--- src/rtl/udma_apb_master_if.sv ---
// Request/response handshake plus APB3 bus seen by udma_apb_master.
// The master modport is the initiator's view; slave is the environment (requester + APB target).
interface udma_apb_master_if #(
  parameter int APB_ADDR_WIDTH = 12
);
  logic                      req_valid_i;
  logic                      req_ready_o;
  logic [APB_ADDR_WIDTH-1:0] req_addr_i;
  logic [31:0]               req_wdata_i;
  logic                      req_write_i;

  logic                      rsp_valid_o;
  logic                      rsp_ready_i;
  logic [31:0]               rsp_rdata_o;
  logic                      rsp_err_o;

  logic [APB_ADDR_WIDTH-1:0] PADDR;
  logic [31:0]               PWDATA;
  logic                      PWRITE;
  logic                      PSEL;
  logic                      PENABLE;
  logic [31:0]               PRDATA;
  logic                      PREADY;
  logic                      PSLVERR;

  modport master (
    input  req_valid_i, req_addr_i, req_wdata_i, req_write_i, rsp_ready_i,
    input  PRDATA, PREADY, PSLVERR,
    output req_ready_o, rsp_valid_o, rsp_rdata_o, rsp_err_o,
    output PADDR, PWDATA, PWRITE, PSEL, PENABLE
  );

  modport slave (
    output req_valid_i, req_addr_i, req_wdata_i, req_write_i, rsp_ready_i,
    output PRDATA, PREADY, PSLVERR,
    input  req_ready_o, rsp_valid_o, rsp_rdata_o, rsp_err_o,
    input  PADDR, PWDATA, PWRITE, PSEL, PENABLE
  );
endinterface

--- src/rtl/udma_apb_master.sv ---
// Single-outstanding request/response to APB3 initiator with fully registered APB outputs.
// Define UDMA_APB_MASTER_TIMEOUT_EN to abort ACCESS after TIMEOUT_CYCLES wait cycles.
module udma_apb_master #(
  parameter int APB_ADDR_WIDTH = 12,
  parameter int TIMEOUT_CYCLES = 255
) (
  input logic              clk_i,
  input logic              rst_i,
  udma_apb_master_if.master bus
);

  if (TIMEOUT_CYCLES < 1) begin : g_timeout_check
    $error("udma_apb_master: TIMEOUT_CYCLES must be >= 1");
  end

  typedef enum logic [1:0] {
    IDLE   = 2'd0,
    SETUP  = 2'd1,
    ACCESS = 2'd2,
    RESP   = 2'd3
  } state_e;

  state_e                    state_q, state_d;
  logic [APB_ADDR_WIDTH-1:0] paddr_q, paddr_d;
  logic [31:0]               pwdata_q, pwdata_d;
  logic                      pwrite_q, pwrite_d;
  logic                      psel_q, psel_d;
  logic                      penable_q, penable_d;
  logic                      rsp_valid_q, rsp_valid_d;
  logic [31:0]               rsp_rdata_q, rsp_rdata_d;
  logic                      rsp_err_q, rsp_err_d;

`ifdef UDMA_APB_MASTER_TIMEOUT_EN
  localparam int                 CNT_W    = $clog2(TIMEOUT_CYCLES + 1);
  localparam logic [CNT_W-1:0]   CNT_LAST = CNT_W'(TIMEOUT_CYCLES - 1);

  logic [CNT_W-1:0] cnt_q, cnt_d;
`endif

  always_comb begin
    // NOTE: every signal gets its hold value first so no path through the case infers a latch.
    state_d     = state_q;
    paddr_d     = paddr_q;
    pwdata_d    = pwdata_q;
    pwrite_d    = pwrite_q;
    psel_d      = psel_q;
    penable_d   = penable_q;
    rsp_valid_d = rsp_valid_q;
    rsp_rdata_d = rsp_rdata_q;
    rsp_err_d   = rsp_err_q;
`ifdef UDMA_APB_MASTER_TIMEOUT_EN
    cnt_d       = cnt_q;
`endif

    case (state_q)
      IDLE: begin
        if (bus.req_valid_i) begin
          paddr_d   = bus.req_addr_i;
          pwdata_d  = bus.req_wdata_i;
          pwrite_d  = bus.req_write_i;
          psel_d    = 1'b1;
          penable_d = 1'b0;
          state_d   = SETUP;
        end
      end

      SETUP: begin
        penable_d = 1'b1;
        state_d   = ACCESS;
`ifdef UDMA_APB_MASTER_TIMEOUT_EN
        cnt_d     = '0;
`endif
      end

      ACCESS: begin
        // PREADY wins over a timeout landing in the same cycle.
        if (bus.PREADY) begin
          psel_d      = 1'b0;
          penable_d   = 1'b0;
          rsp_rdata_d = (!pwrite_q && !bus.PSLVERR) ? bus.PRDATA : '0;
          rsp_err_d   = bus.PSLVERR;
          rsp_valid_d = 1'b1;
          state_d     = RESP;
        end
`ifdef UDMA_APB_MASTER_TIMEOUT_EN
        else if (cnt_q == CNT_LAST) begin
          psel_d      = 1'b0;
          penable_d   = 1'b0;
          rsp_rdata_d = '0;
          rsp_err_d   = 1'b1;
          rsp_valid_d = 1'b1;
          state_d     = RESP;
        end else begin
          cnt_d = cnt_q + CNT_W'(1);
        end
`endif
      end

      RESP: begin
        if (bus.rsp_ready_i) begin
          rsp_valid_d = 1'b0;
          state_d     = IDLE;
        end
      end

      default: state_d = IDLE;
    endcase
  end

  always_ff @(posedge clk_i) begin
    // NOTE: non-blocking assignments so every register samples pre-edge values.
    if (rst_i) begin
      state_q     <= IDLE;
      paddr_q     <= '0;
      pwdata_q    <= '0;
      pwrite_q    <= 1'b0;
      psel_q      <= 1'b0;
      penable_q   <= 1'b0;
      rsp_valid_q <= 1'b0;
      rsp_rdata_q <= '0;
      rsp_err_q   <= 1'b0;
    end else begin
      state_q     <= state_d;
      paddr_q     <= paddr_d;
      pwdata_q    <= pwdata_d;
      pwrite_q    <= pwrite_d;
      psel_q      <= psel_d;
      penable_q   <= penable_d;
      rsp_valid_q <= rsp_valid_d;
      rsp_rdata_q <= rsp_rdata_d;
      rsp_err_q   <= rsp_err_d;
    end
  end

`ifdef UDMA_APB_MASTER_TIMEOUT_EN
  always_ff @(posedge clk_i) begin
    if (rst_i) cnt_q <= '0;
    else       cnt_q <= cnt_d;
  end
`endif

  assign bus.req_ready_o = (state_q == IDLE);
  assign bus.rsp_valid_o = rsp_valid_q;
  assign bus.rsp_rdata_o = rsp_rdata_q;
  assign bus.rsp_err_o   = rsp_err_q;
  assign bus.PADDR       = paddr_q;
  assign bus.PWDATA      = pwdata_q;
  assign bus.PWRITE      = pwrite_q;
  assign bus.PSEL        = psel_q;
  assign bus.PENABLE     = penable_q;

endmodule
--- src/flat_wrapper.sv ---
// flat-port wrapper written by rule: the top's interface ports become plain ports
module udma_apb_master_flat 
#(
  parameter int APB_ADDR_WIDTH = 12,
  parameter int TIMEOUT_CYCLES = 255
)
  (clk_i, rst_i, bus_req_valid_i, bus_req_addr_i, bus_req_wdata_i, bus_req_write_i, bus_rsp_ready_i, bus_PRDATA, bus_PREADY, bus_PSLVERR, bus_req_ready_o, bus_rsp_valid_o, bus_rsp_rdata_o, bus_rsp_err_o, bus_PADDR, bus_PWDATA, bus_PWRITE, bus_PSEL, bus_PENABLE);
  udma_apb_master_if #(.APB_ADDR_WIDTH(APB_ADDR_WIDTH)) bus_i ();
  input logic clk_i;
  input logic rst_i;
  input wire logic [$bits(bus_i.req_valid_i)-1:0] bus_req_valid_i;
  input wire logic [$bits(bus_i.req_addr_i)-1:0] bus_req_addr_i;
  input wire logic [$bits(bus_i.req_wdata_i)-1:0] bus_req_wdata_i;
  input wire logic [$bits(bus_i.req_write_i)-1:0] bus_req_write_i;
  input wire logic [$bits(bus_i.rsp_ready_i)-1:0] bus_rsp_ready_i;
  input wire logic [$bits(bus_i.PRDATA)-1:0] bus_PRDATA;
  input wire logic [$bits(bus_i.PREADY)-1:0] bus_PREADY;
  input wire logic [$bits(bus_i.PSLVERR)-1:0] bus_PSLVERR;
  output wire logic [$bits(bus_i.req_ready_o)-1:0] bus_req_ready_o;
  output wire logic [$bits(bus_i.rsp_valid_o)-1:0] bus_rsp_valid_o;
  output wire logic [$bits(bus_i.rsp_rdata_o)-1:0] bus_rsp_rdata_o;
  output wire logic [$bits(bus_i.rsp_err_o)-1:0] bus_rsp_err_o;
  output wire logic [$bits(bus_i.PADDR)-1:0] bus_PADDR;
  output wire logic [$bits(bus_i.PWDATA)-1:0] bus_PWDATA;
  output wire logic [$bits(bus_i.PWRITE)-1:0] bus_PWRITE;
  output wire logic [$bits(bus_i.PSEL)-1:0] bus_PSEL;
  output wire logic [$bits(bus_i.PENABLE)-1:0] bus_PENABLE;
  assign bus_i.req_valid_i = bus_req_valid_i;
  assign bus_i.req_addr_i = bus_req_addr_i;
  assign bus_i.req_wdata_i = bus_req_wdata_i;
  assign bus_i.req_write_i = bus_req_write_i;
  assign bus_i.rsp_ready_i = bus_rsp_ready_i;
  assign bus_i.PRDATA = bus_PRDATA;
  assign bus_i.PREADY = bus_PREADY;
  assign bus_i.PSLVERR = bus_PSLVERR;
  assign bus_req_ready_o = bus_i.req_ready_o;
  assign bus_rsp_valid_o = bus_i.rsp_valid_o;
  assign bus_rsp_rdata_o = bus_i.rsp_rdata_o;
  assign bus_rsp_err_o = bus_i.rsp_err_o;
  assign bus_PADDR = bus_i.PADDR;
  assign bus_PWDATA = bus_i.PWDATA;
  assign bus_PWRITE = bus_i.PWRITE;
  assign bus_PSEL = bus_i.PSEL;
  assign bus_PENABLE = bus_i.PENABLE;
  udma_apb_master #(.APB_ADDR_WIDTH(APB_ADDR_WIDTH), .TIMEOUT_CYCLES(TIMEOUT_CYCLES)) u_core (.clk_i(clk_i), .rst_i(rst_i), .bus(bus_i));
endmodule
--- config.mk ---
export PLATFORM = sky130hd
export DESIGN_NAME = udma_apb_master_flat
export DESIGN_NICKNAME = d
export VERILOG_FILES = /design/src/rtl/udma_apb_master_if.sv /design/src/rtl/udma_apb_master.sv /design/src/flat_wrapper.sv
export SDC_FILE = /design/constraint.sdc
export NUM_CORES = 1
export LEC_CHECK = 0
export BUFFER_PORTS_ARGS = -buffer_cell sky130_fd_sc_hd__clkbuf_2
export CORE_AREA = 2 2 101 103
export CTS_BUF_LIST = sky130_fd_sc_hd__clkbuf_8
export DETAILED_ROUTE_END_ITERATION = 10
export DIE_AREA = 0 0 103 105
export PLACE_DENSITY_LB_ADDON = 0.15
export SETUP_SLACK_MARGIN = 0.1
export SYNTH_ARGS = -nofsm -noshare
export SYNTH_HDL_FRONTEND = slang
export SYNTH_SLANG_ARGS = --single-unit
--- constraint.sdc ---
create_clock -name clk_i -period 1.7 [get_ports clk_i]
set_input_delay 0.34 -clock clk_i [delete_from_list [all_inputs] [get_ports clk_i]]
set_output_delay 0.34 -clock clk_i [all_outputs]
set_load 0.05 [all_outputs]
==> out/metrics.csv <==
stage;metric;value;unit
status;status;complete, no violations;
clocking;clk sinks;83;
setup_path;CP Capture Type;flip-flop;
floorplanning;die outline height;105;um
sta;Clock Skew;0.006395;ns
clocking;post-CTS setup buffer count;0;
synthesis;Cell variety after synth;30;
sta;max_slew headroom;0.6761;
flow_run;total of max-cap violations;0;
sta;Final Critical Period;1.507;ns
sta;RSZ-0062 raised after global routing;yes;
layout;antenna cells;0;
drt;Antenna Nets Post-Route;0;
sta;fmax;663.6;MHz
setup_path;crit-path leading delay family;simple AND/OR/NAND/NOR gates;
synthesis;Cells after Synth;347;
layout;most common cell after layout, fill and taps aside;clkbuf_2;
grt;initial antenna violation count;0;
sta;final worst-path cycle share;0.8865;
power_and_ir_drop;Sw Pwr;2.730;mW
power_and_ir_drop;Power Density;1529;nW/um^2
layout;multi-input logic area;1224;um^2
synthesis;top_reg_cell synth;dfxtp_1;
clocking;CTS tree;done;
drt;DRC violations left;0;
layout;register area;1663;um^2
power_and_ir_drop;Logic pwr share;0.414;
setup_path;Worst EP required;1.94;ns
setup_path;Crit Path Class;flip-flop to flip-flop;
drt;met2 WL;3872;um
synthesis;share of flip-flops with an asynchronous set or reset;0;
setup_path;crit path cell chain;buf_4 > ha_2 > nor2b_1 > or4_1 > o31ai_1;
power_and_ir_drop;Sw Ratio;0.4282;
layout;most frequent cells in the layout;clkbuf_2 (163), nand2_1 (94), dfxtp_1 (82), a21oi_1 (49), nor2_1 (33);
placement;HPWL Detailed;5701;um
grt;vias in the first global route;2752;
synthesis;Warnings, synthesis;0;
synthesis;Mean Syn Cell Area;8.726;um^2
synthesis;cell area after synthesis;3028;um^2
power_and_ir_drop;Leak Pwr;1.926;nW
layout;Post-Route Utilization;0.4328;
clocking;TritonCTS Buffers;9;
synthesis;Seq cells post-synth;83;
setup_path;CP max FO;6;
sta;Final setup viols;0;
grt;largest net degree at the start of global routing;77;
power_and_ir_drop;sequential power share;0.375;
sta;Worst Max-Slew Pin Slew;0.4859;ns
clocking;clk buf depth;2;
grt;first-pass GRT wire length;12810;um
setup_path;slowest CP cell;or4_1;
layout;layout filler cell count;1030;
drt;DRT iter0 DRCs;72;
layout;NumNets Final;594;
setup_path;startpoint types;flip-flop;
drt;WL final;8344;um
floorplanning;Core ar.;9639;um^2
clocking;Worst-Skew Late Latency;0.35;ns
grt;grt ovf;0;
hold_path;HP Class;input port to flip-flop;
power_and_ir_drop;internal power;3.646;mW
floorplanning;I/O pin total;165;
setup_path;worst path buffer plus inverter count;1;
drt;WL met3;798;um
drt;Vias per Instance;4.554;
floorplanning;FP Rows;36;
power_and_ir_drop;Clock Power Share;0.211;
grt;gr usage total;0.1500;
setup_path;CP arrival;1.75;ns
power_and_ir_drop;Peak VDD IR;630.1;uV
synthesis;number of flops mapped to enable cells by yosys;0;
synthesis;syn_nets;436;
clocking;Clock transition at path regs;0.08;ns
drt;WL per Instance;13.02;um
placement;port bufs;164;
drt;uppermost layer routed;met4;
sta;Hold Violations, Final;0;
clocking;Clock H-tree levels;3;
drt;met1 WL;3525;um
clocking;hold buffers post-CTS;0;
drt;Vias;2919;
floorplanning;die width;103;um
drt;DRT Pass-1 Iters;4;
power_and_ir_drop;Tot Pwr;6.377;mW
synthesis;part of the Yosys area used for sequential elements;0.5488;
clocking;Root Buffer Master;clkbuf_8;
layout;layout cell share with drive strength beyond 1;0.3839;
floorplanning;die area;10820;um^2
layout;area growth from synthesis to layout;37.77;%
placement;gpl congestion;0.7276;
setup_path;CP peak stage delay;0.51;ns
sta;Slew Viols, Final;0;
floorplanning;Initial Util;0.3141;
## worst min-delay path: cells and delay by family
kind / cells / cell delay [ns]
AND/OR/NAND/NOR: 1 / 0.05
buffers and inverters: 1 / 0.08
AO/OA/AOI/OAI: 1 / 0.05
## routing by layer
layer  vias to the layer above  global-route usage
li1                       1476                   -
met1                      1324              0.1752
met2                       109              0.2435
met3                        10             0.04950
met4                         0             0.07237
met5                         -                   0
## cell usage after synthesis, types with 2 or more instances
cell,number,area [um^2]
a21oi_1,49,245.2
a22oi_1,32,240.2
buf_1,7,26.28
buf_2,3,15.01
buf_4,2,15.01
buf_6,7,78.83
clkbuf_1,6,22.52
dfxtp_1,83,1662
ha_1,6,75.07
inv_1,4,15.01
nand2_1,94,352.8
nand2b_1,2,12.51
nor2_1,33,123.9
nor2b_1,3,18.77
## flip-flops by register name, indices dropped and copies added, names as in the netlist
signal	count
u_core.bus.PADDR	12
u_core.bus.PENABLE	1
u_core.bus.PSEL	1
u_core.bus.PWDATA	32
u_core.bus.PWRITE	1
u_core.bus.rsp_err_o	1
u_core.bus.rsp_rdata_o	32
u_core.bus.rsp_valid_o	1
u_core.state_q	2
## timing repair
item                                   4_1_cts  5_1_grt
endpoints found under the hold margin        0        0
cloned                                       0        1
resized for setup                            6        4
setup endpoints to repair                   52       45
pin swaps                                    0        1
## path summary, 6_finish.rpt
path / from / endpoint / slack, ns / cells past startpoint
setup reg to reg: u_core.state_q[1] / u_core.state_q[0] / 0.19 / 5
setup / recovery: u_core.state_q[1] / u_core.state_q[0] / 0.19 / 5
hold / removal: bus_req_addr_i[0] / u_core.bus.PADDR[0] / 0.20 / 3
hold reg to reg: u_core.bus.PWDATA[27] / u_core.bus.PWDATA[27] / 0.45 / 2
## power groups by stage
| stage | clock network, mW | registers, mW | logic (mW) |
|---|---|---|---|
| final | 1.34 | 2.39 | 2.64 |
| after global routing | 1.49 | 2.43 | 2.86 |
| after CTS | 1.42 | 2.39 | 2.64 |
| after detailed placement | 0 | 2.44 | 2.57 |
| after global placement | 0 | 2.42 | 2.54 |
| after floorplan | 0 | 3.36 | 1.03 |
## per-stage QoR
step	hold slack (ns)	area [um^2]	instances	TNS [ns]	setup WS [ns]
floorplan	0.4533	3030	347	0	0.1576
global placement	0.4416	3951	626	-0.007694	-0.007694
detailed placement	0.4458	3951	626	-3.882	-0.1328
CTS	0.1821	4154	640	0	0.1450
global route	0.1912	4172	641	0	0.09587
finish	0.2037	4172	641	0	0.1930
## logic make-up after synthesis
family,synth area share
AOI/OAI and AO/OA,0.1781
adders and majority gates,0.02479
DFF,0.5488
muxes,0.007025
buffers and inverters,0.05702
and+or+nand+nor,0.1843
## final cells by class
type	instances	share of cell area
Sequential cell	83	0.3986
Tap cell	133	0.03989
Clock buffer	9	0.02969
Inverter	4	0.003599
Timing Repair Buffer	171	0.2214
Clock inverter	5	0.01350
Multi-Input combinational cell	236	0.2933
Power figures use the tool's default switching activity.
